`config.mk`:
```
export PLATFORM = sky130hd
export DESIGN_NAME = rb_access_controller
export DESIGN_NICKNAME = d
export VERILOG_FILES = /design/src/rtl/rb_access_controller.sv
export SDC_FILE = /design/constraint.sdc
export NUM_CORES = 1
export LEC_CHECK = 0
export CAP_MARGIN = 30
export CORE_MARGIN = 4
export CORE_UTILIZATION = 30
export DETAILED_ROUTE_END_ITERATION = 10
export GPL_ROUTABILITY_DRIVEN = 0
export PLACE_DENSITY = 0.46
export SLEW_MARGIN = 20
export SYNTH_ARGS = -nofsm -noshare
export SYNTH_HDL_FRONTEND = slang
export SYNTH_SLANG_ARGS = --single-unit
```
`constraint.sdc`:
```
create_clock -name clk -period 2 [get_ports clk]
set_clock_uncertainty 0.05 [all_clocks]
set_input_delay 0.4 -clock clk [delete_from_list [all_inputs] [get_ports clk]]
set_output_delay 0.4 -clock clk [all_outputs]
set_load 0.01 [all_outputs]
```
`src/rtl/rb_access_controller.sv`:
```
// Sequencing FSM for the row-buffer address generator. It primes the first
// kernel rows into BRAM, streams writes and reads together, then drains reads.
//
// state  | meaning
// IDLE   | waiting for start; all strobes low
// PRIME  | writing the first KERNEL_ROWS-1 rows; no reads
// STREAM | writes and reads run concurrently, gated by occupancy
// DRAIN  | all rows written; remaining words read out
// DONE   | one-cycle done / next_image pulse
module rb_access_controller #(
    parameter int DATA_WIDTH_W = 8,
    parameter int DATA_WIDTH_R = 32,
    parameter int BRAM_DEPTH   = 16384,
    parameter int IMG_WIDTH    = 128,
    parameter int IMG_HEIGHT   = 128,
    parameter int KERNEL_ROWS  = 3
) (
    input  logic                              clk,
    input  logic                              reset,
    input  logic                              start,
    input  logic                              pix_valid,
    input  logic                              rd_ready,
    output logic                              en_e,
    output logic                              en_w,
    output logic                              en_r,
    output logic                              next_image,
    output logic                              busy,
    output logic                              done,
    output logic [$clog2(IMG_HEIGHT+1)-1:0]   rows_written
);

    localparam int RATIO       = DATA_WIDTH_R / DATA_WIDTH_W;
    localparam int WPR         = IMG_WIDTH / RATIO;
    localparam int CAP         = BRAM_DEPTH / DATA_WIDTH_W;
    localparam int WORDS       = CAP / RATIO;
    localparam int READS_TOTAL = IMG_HEIGHT * WPR;
    localparam int SUB_W       = (RATIO > 1) ? $clog2(RATIO) : 1;
    localparam int COL_W       = (IMG_WIDTH > 1) ? $clog2(IMG_WIDTH) : 1;
    localparam int CRD_W       = $clog2(WORDS + 1);
    localparam int ROW_W       = $clog2(IMG_HEIGHT + 1);
    localparam int RD_W        = $clog2(READS_TOTAL + 1);
    localparam int OCC_W       = $clog2(CAP + 1);

    typedef enum logic [2:0] {
        S_IDLE,
        S_PRIME,
        S_STREAM,
        S_DRAIN,
        S_DONE
    } state_t;

    state_t             r_state;
    logic [SUB_W-1:0]   r_sub_cnt;
    logic [CRD_W-1:0]   r_credit;
    logic [COL_W-1:0]   r_col;
    logic [ROW_W-1:0]   r_rows;
    logic [RD_W-1:0]    r_reads;

    logic [OCC_W-1:0]   w_occupancy;
    logic               w_en_w;
    logic               w_en_r;
    logic               w_word_done;
    logic               w_row_done;

    // Occupancy comes from registered values only, so a freeing read
    // re-enables writes one cycle later.
    always_comb begin
        w_occupancy = OCC_W'(r_credit) * OCC_W'(RATIO) + OCC_W'(r_sub_cnt);
        w_en_w      = pix_valid && ((r_state == S_PRIME) || (r_state == S_STREAM))
                      && (w_occupancy < OCC_W'(CAP));
        w_en_r      = rd_ready && ((r_state == S_STREAM) || (r_state == S_DRAIN))
                      && (r_credit != '0);
        w_word_done = w_en_w && (r_sub_cnt == SUB_W'(RATIO - 1));
        w_row_done  = w_en_w && (r_col == COL_W'(IMG_WIDTH - 1));
    end

    assign en_w         = w_en_w;
    assign en_e         = w_en_w;
    assign en_r         = w_en_r;
    assign busy         = (r_state != S_IDLE);
    assign done         = (r_state == S_DONE);
    assign next_image   = (r_state == S_DONE);
    assign rows_written = r_rows;

    always_ff @(posedge clk) begin
        if (reset) begin
            r_state   <= S_IDLE;
            r_sub_cnt <= '0;
            r_credit  <= '0;
            r_col     <= '0;
            r_rows    <= '0;
            r_reads   <= '0;
        end else begin
            if (w_en_w) begin
                r_sub_cnt <= w_word_done ? '0 : r_sub_cnt + 1'b1;
                if (w_row_done) begin
                    r_col  <= '0;
                    r_rows <= r_rows + 1'b1;
                end else begin
                    r_col <= r_col + 1'b1;
                end
            end

            if (w_word_done && !w_en_r) begin
                r_credit <= r_credit + 1'b1;
            end else if (!w_word_done && w_en_r) begin
                r_credit <= r_credit - 1'b1;
            end

            if (w_en_r) begin
                r_reads <= r_reads + 1'b1;
            end

            case (r_state)
                S_IDLE: begin
                    if (start) begin
                        r_state   <= S_PRIME;
                        r_sub_cnt <= '0;
                        r_credit  <= '0;
                        r_col     <= '0;
                        r_rows    <= '0;
                        r_reads   <= '0;
                    end
                end
                S_PRIME: begin
                    if (w_row_done && (r_rows == ROW_W'(KERNEL_ROWS - 2))) begin
                        r_state <= S_STREAM;
                    end
                end
                S_STREAM: begin
                    if (w_row_done && (r_rows == ROW_W'(IMG_HEIGHT - 1))) begin
                        r_state <= S_DRAIN;
                    end
                end
                S_DRAIN: begin
                    if (w_en_r && (r_reads == RD_W'(READS_TOTAL - 1))) begin
                        r_state <= S_DONE;
                    end
                end
                S_DONE: begin
                    r_state <= S_IDLE;
                end
                default: begin
                    r_state <= S_IDLE;
                end
            endcase
        end
    end

endmodule

```
# Word-level counts from Yosys, hierarchy flattened
# Cells that the tools add are included.
[word_totals] memories=0 input_bits=5 ram_bits=0 reg_bits=43 latchBits=0 rom_bits=0 elab_cells=70 out_inout_bits=14
[op_classes] muxes=24 eq_ne=13 n_shift=0 add_sub_neg=7 reduce_logical=19 magnitude_cmp=1 div_mod_pow=0 bitwise_logic=0 mul=0
[ops] op="$mux W10" n=4
[ops] op="$mux W13" n=3
[ops] op="$mux W8" n=4
[ops] op="$mux W7" n=4
[ops] op="$add A13 B1 Y13 const B" n=1
[ops] op="$eq A13 B12 Y1 const B" n=1
[ops] op="$add A12 B2 Y12" n=1
[ops] op="$lt A12 B12 Y1 const B" n=1
[ops] op="$mux W3" n=4
[ops] op="$pmux W3 S4" n=1
[ops] op="$logic_and A1 B1 Y1" n=11
[ops] op="$add A10 B1 Y10 const B" n=1
[ops] op="$reduce_bool A10 Y1" n=1
[ops] op="$sub A10 B1 Y10 const B" n=1
[ops] op="$add A8 B1 Y8 const B" n=1
[ops] op="$eq A8 B1 Y1 const B" n=1
[ops] op="$eq A8 B7 Y1 const B" n=1
[ops] op="$mux W2" n=4
[ops] op="$add A7 B1 Y7 const B" n=1
[ops] op="$eq A7 B7 Y1 const B" n=1
[ops] op="$eq A3 B2 Y1 const B" n=2
[ops] op="$ne A2 B1 Y1 const B" n=3
[ops] op="$reduce_and A4 Y1" n=1
[ops] op="$eq A3 B1 Y1 const B" n=1
[ops] op="8 further kinds" n=10

# Longest topological paths before layout
[depth] word_depth=11 ltp_mapped=8 depth_no_buf=8

# Worst setup path after synthesis
# OpenSTA, ideal clock, no wires.
[synth_path] path_type="reg-to-reg" startpoint="register r_credit[0]" endpoint="register r_credit[5]" path_stages_with_launch=9 path_buffers=1 arrival_ns=1.748 setup_slack_ns=0.082 required_time_ns=1.830 setup_time_ns=0.120 synth_period_minus_slack_ns=1.918 path_cell_list="dfxtp_1 -> inv_1 -> ha_1 -> nor3b_1 -> a31o_4 -> buf_4 -> nor4_1 -> o21a_1 -> nor3_1"
[synth_via] elab_chain_len=10 elab_cells_between_ends=16 classes_between="3 x add/sub; 1 x order compare; 4 x mux; 8 x reduce/logical"
[synth_lines] element="start, declared" line_no="54" source="logic [CRD_W-1:0] r_credit;"
[synth_lines] element="start signal, assigned" line_no="105" source="r_credit <= r_credit + 1'b1;"
[synth_lines] element="start signal, assigned" line_no="107" source="r_credit <= r_credit - 1'b1;"
[synth_lines] element="$add A12 B2 Y12" line_no="68" source="w_occupancy = OCC_W'(r_credit) * OCC_W'(RATIO) + OCC_W'(r_sub_cnt);"
[synth_lines] element="$lt A12 B12 Y1" line_no="70" source="&& (w_occupancy < OCC_W'(CAP));"
[synth_lines] element="$logic_and A1 B1 Y1" line_no="70"
[synth_lines] element="$logic_and A1 B1 Y1" line_no="73" source="w_word_done = w_en_w && (r_sub_cnt == SUB_W'(RATIO - 1));"
[synth_lines] element="$logic_not A1 Y1" line_no="106" source="end else if (!w_word_done && w_en_r) begin"
[synth_lines] element="$logic_and A1 B1 Y1" line_no="106"
[synth_lines] element="$mux W10" line_no="106"
[synth_lines] element="$mux W10 *" line_no="104" source="if (w_word_done && !w_en_r) begin"
[synth_lines] element="$mux W10" line_no="116" source="if (start) begin"
[synth_lines] element="$mux W10 *" line_no="114" source="case (r_state)"
# Mark *: on every way between the ends. The rest lies on a longest branch, timed or not.
# A chain may end at the register's enable or synchronous reset.

# Worst setup path after layout
[layout_path] startpoint="register r_state[1]" endpoint="output busy"
[layout_via] elab_chain_len=1
[layout_lines] element="start, declared" line_no="52" source="state_t r_state;"
[layout_lines] element="start signal, assigned" line_no="87" source="r_state <= S_IDLE;"
[layout_lines] element="start signal, assigned" line_no="117" source="r_state <= S_PRIME;"
[layout_lines] element="start signal, assigned" line_no="127" source="r_state <= S_STREAM;"
[layout_lines] element="$reduce_bool A3 Y1" line_no="80" source="assign busy = (r_state != S_IDLE);"
[layout_lines] element="end, declared" line_no="27" source="output logic busy,"
# No other way between the ends.

==> results.sh <==
export IMPL_stdcell_count=426
export IMPL_synth_area_top_cells="dfxtp_1 37%, xnor2_1 5.6%, nor2_1 5.1%, xor2_1 4.9%, nor3_1 4.3%"
export IMPL_grt_pass1_vias=2000
export IMPL_clkSinkCount=43
export IMPL_clock_path_buffers=2
export IMPL_drc=0
export IMPL_whs_path_depth=2
export IMPL_port_buffer_count=18
export IMPL_fin_nets=338
export IMPL_path_class="reg -> out"
export IMPL_yosys_area_top_type="dfxtp_1"
export IMPL_vias_per_cell=4.84
export IMPL_antenna_found_initial=0
export IMPL_path_cells="buf_4, or3_1, clkdlybuf4s15_1"
export IMPL_cap_violations=0
export IMPL_fmax_mhz=520
export IMPL_wl_per_cell_microns=12.7
export IMPL_critPathRequiredTime_ns=1.55
export IMPL_ys_ff_latch=43
export IMPL_ys_types=45
export IMPL_path_clk_slew_ns=0.08
export IMPL_drt_pass1_iter_count=4
export IMPL_worst_setup_path_end_kind="primary output"
export IMPL_grt_max_degree=18
export IMPL_syn_area_sq_mm=0.00233
export IMPL_start_kind="register"
export IMPL_rr_startpoint="r_credit[1]$_SDFF_PP0_"
export IMPL_avgSynthCellArea_sq_um=8.58
export IMPL_path_buf_inv=2
export IMPL_rr_endpoint="r_credit[5]$_SDFF_PP0_"
export IMPL_drtAntennaViolNets=0
export IMPL_ys_flop_type="dfxtp_1"
export IMPL_dpl_cell_count=416
export IMPL_min_to="r_sub_cnt[1]$_SDFF_PP0_"
export IMPL_synth_top_cell_area_share_pct=36.9
export IMPL_wl_microns=5420
export IMPL_place_area_sq_mm=0.00286
export IMPL_grt_setup_unrepaired="false"
export IMPL_cts_buffers=5
export IMPL_synth_edf_count=0
export IMPL_hold_viol=0
export IMPL_drive_gt1_share_pct=26.6
export IMPL_worst_slew_pin_slew_ns=0.341
export IMPL_cts_tree="built"
export IMPL_syn_to_final_growth_pct=34.8
export IMPL_cp_max_fo=8
export IMPL_arrival_ns=1.47
export IMPL_async_reset_ff_share_pct=0
export IMPL_pin_count=19
export IMPL_cpLargestDelayFamily="buffers and inverters"
export IMPL_coreArea_sq_mm=0.00741
export IMPL_timing_final_crit_period_ns=1.92
export IMPL_power_per_cell_area_mw_per_mm2=668
export IMPL_clkLatencyLatePin_ns=0.29
export IMPL_drtIter0Drc=55
export IMPL_h_tree_depth=2
export IMPL_hold_start="r_sub_cnt[1]$_SDFF_PP0_"
export IMPL_r2r_slack_ns=0.08
export IMPL_die_x_microns=96.2
export IMPL_slew_viol_final=0
export IMPL_clockRootBuffer="clkbuf_8"
export IMPL_ir_worst_vdd_v=0.000338
export IMPL_fp_dieArea_sq_mm=0.00925
export IMPL_vias=2060
export IMPL_leakage_uw=0.00115
export IMPL_timing_critical_path_slowest_stage_cell="or3_1"
export IMPL_syn_inst=272
export IMPL_slowest_delay_ns=0.40
export IMPL_finalCritPeriodShare_pct=96.2
export IMPL_ys_warn_count=0
export IMPL_relSlewSlack_pct=77.0
export IMPL_synth_nets=284
export IMPL_n_antenna_cell=0
export IMPL_num_rows=31
export IMPL_setup_viol=0
export IMPL_hold_path_class="reg -> reg"
export IMPL_grt_overflow_total=0
export IMPL_status="finished clean"
export IMPL_final_area_sq_mm=0.00315
export IMPL_grt_pass1_wl_microns=9460
export IMPL_synth_seq_area_share_pct=36.9
export IMPL_start_util_pct=31.5
export IMPL_reg2reg_depth=9
export IMPL_die_height_microns=96.2
export IMPL_dpl_hpwl_microns=3980
export IMPL_grt_use_total_pct=13.0
## routing by layer
layer / vias up / global-route usage [%] / routed length (microns)
met3: 5 / 3.52 / 213
met2: 34 / 20.0 / 2420
met5: - / 0 / 0
met4: 0 / 4.03 / 56
met1: 951 / 17.5 / 2730
li1: 1070 / - / -
## state kept, by name, indices dropped and copies added (netlist names)
register / flops
r_col: 7
r_credit: 10
r_reads: 13
r_state: 3
r_sub_cnt: 2
rows_written: 8
## power by group
group	switching (uW)	internal, uW
Clock	305	405
Sequential	41.4	890
Combinational	257	203
## area by class of cell
cell class / count / area (sq um)
Fill cell: 738 / 4260
Multi-Input combinational cell: 207 / 1490
Sequential cell: 43 / 868
Timing Repair Buffer: 58 / 502
Tap cell: 99 / 124
Clock buffer: 6 / 82.6
Inverter: 11 / 43.8
Clock inverter: 2 / 35.0
## cell usage after synthesis, types with 2 or more instances
library cell and number:
a211oi_1 3, a21oi_1 7, a311oi_1 2, and3_1 5, and4_1 4, buf_2 3, buf_4 4, buf_6 2
clkbuf_1 2, dfxtp_1 43, ha_1 7, inv_1 9, mux2i_1 2, nand2_1 22, nand3_1 16, nand4_1 9
nor2_1 32, nor2_2 3, nor3_1 20, nor3b_1 3, nor4_1 7, nor4_2 4, nor4b_2 2, o21a_1 4
o21ai_0 6, o2bb2ai_1 2, or3_1 5, xnor2_1 15, xor2_1 13
## worst max-delay path by stage
stage | startpoint | endpoint | slack, ns | cells after the start
2_1_floorplan | r_credit[0]$_SDFF_PP0_ | r_credit[5]$_SDFF_PP0_ | 0.08 | 8
3_3_place_gp | rd_ready | en_r | -0.21 | 5
3_5_place_dp | rd_ready | en_r | -0.22 | 5
4_1_cts | r_state[1]$_SDFFE_PP0P_ | busy | 0.003 | 3
5_1_grt | r_state[1]$_SDFFE_PP0P_ | busy | 0.02 | 3
6_report | r_state[1]$_SDFFE_PP0P_ | busy | 0.08 | 3
## worst reg2reg max path: cells and delay by family (launching register included)
family / cells / cell delay [ns]
flip-flops: 1 / 0.34
AND/OR/NAND/NOR: 4 / 0.82
buffers and inverters: 3 / 0.28
AO/OA/AOI/OAI: 1 / 0.22
adder cells (fa/ha/maj): 1 / 0.13
## stage by stage
step           setup WS [ns]  TNS (ns)  total power [uW]  hold slack [ns]  util (%)
4_1_cts              0.00262         0              2130            0.416      40.5
3_3_place_gp          -0.207     -1.68              1430            0.400      38.7
3_5_place_dp          -0.220     -1.84              1420            0.404      38.7
2_1_floorplan         0.0820         0              1210            0.390         -
6_report              0.0766         0              2100            0.415      42.5
5_1_grt               0.0183         0              2240            0.453      42.5
## what timing repair did
action,CTS,global route
setup buffers,0,3
hold buffers,0,0
hold endpoints to repair,0,0
setup endpoints to repair,10,12
resized for setup,19,26
pin swaps,0,7
## placed cells by master, fill, tap and decap left out, types with 2 or more instances in the layout
cell type        instances
buf_4                   38
dfxtp_1                 37
nor2_1                  31
nand2_1                 21
nor3_1                  18
nand3_1                 16
xnor2_1                 15
xor2_1                  13
clkdlybuf4s50_1         12
nand4_1                  9
inv_1                    7
a21oi_1                  7
o21ai_0                  6
ha_1                     6
clkbuf_8                 6
dfxtp_2                  6
and3_1                   5
nor4_2                   4
or3_1                    4
and4_1                   4
o21a_1                   4
nor4_1                   4
dlygate4sd2_1            4
nor2_2                   3
nor4_4                   3
a211oi_1                 3
inv_2                    2
a311oi_1                 2
buf_12                   2
## cell families (layout without fill, tap and decap cells)
group	count (synthesis)	in the layout	share of synthesized area, %
and+or+nand+nor	140	140	33.5
DFF	43	43	36.9
xor gates and xnor gates	29	29	11.2
AOI/OAI and AO/OA	28	28	8.26
buffers and inverters	22	77	5.09
adders and majority gates	7	7	3.75
muxes	3	3	1.34
Note: power is estimated with default switching activity, not from simulation.
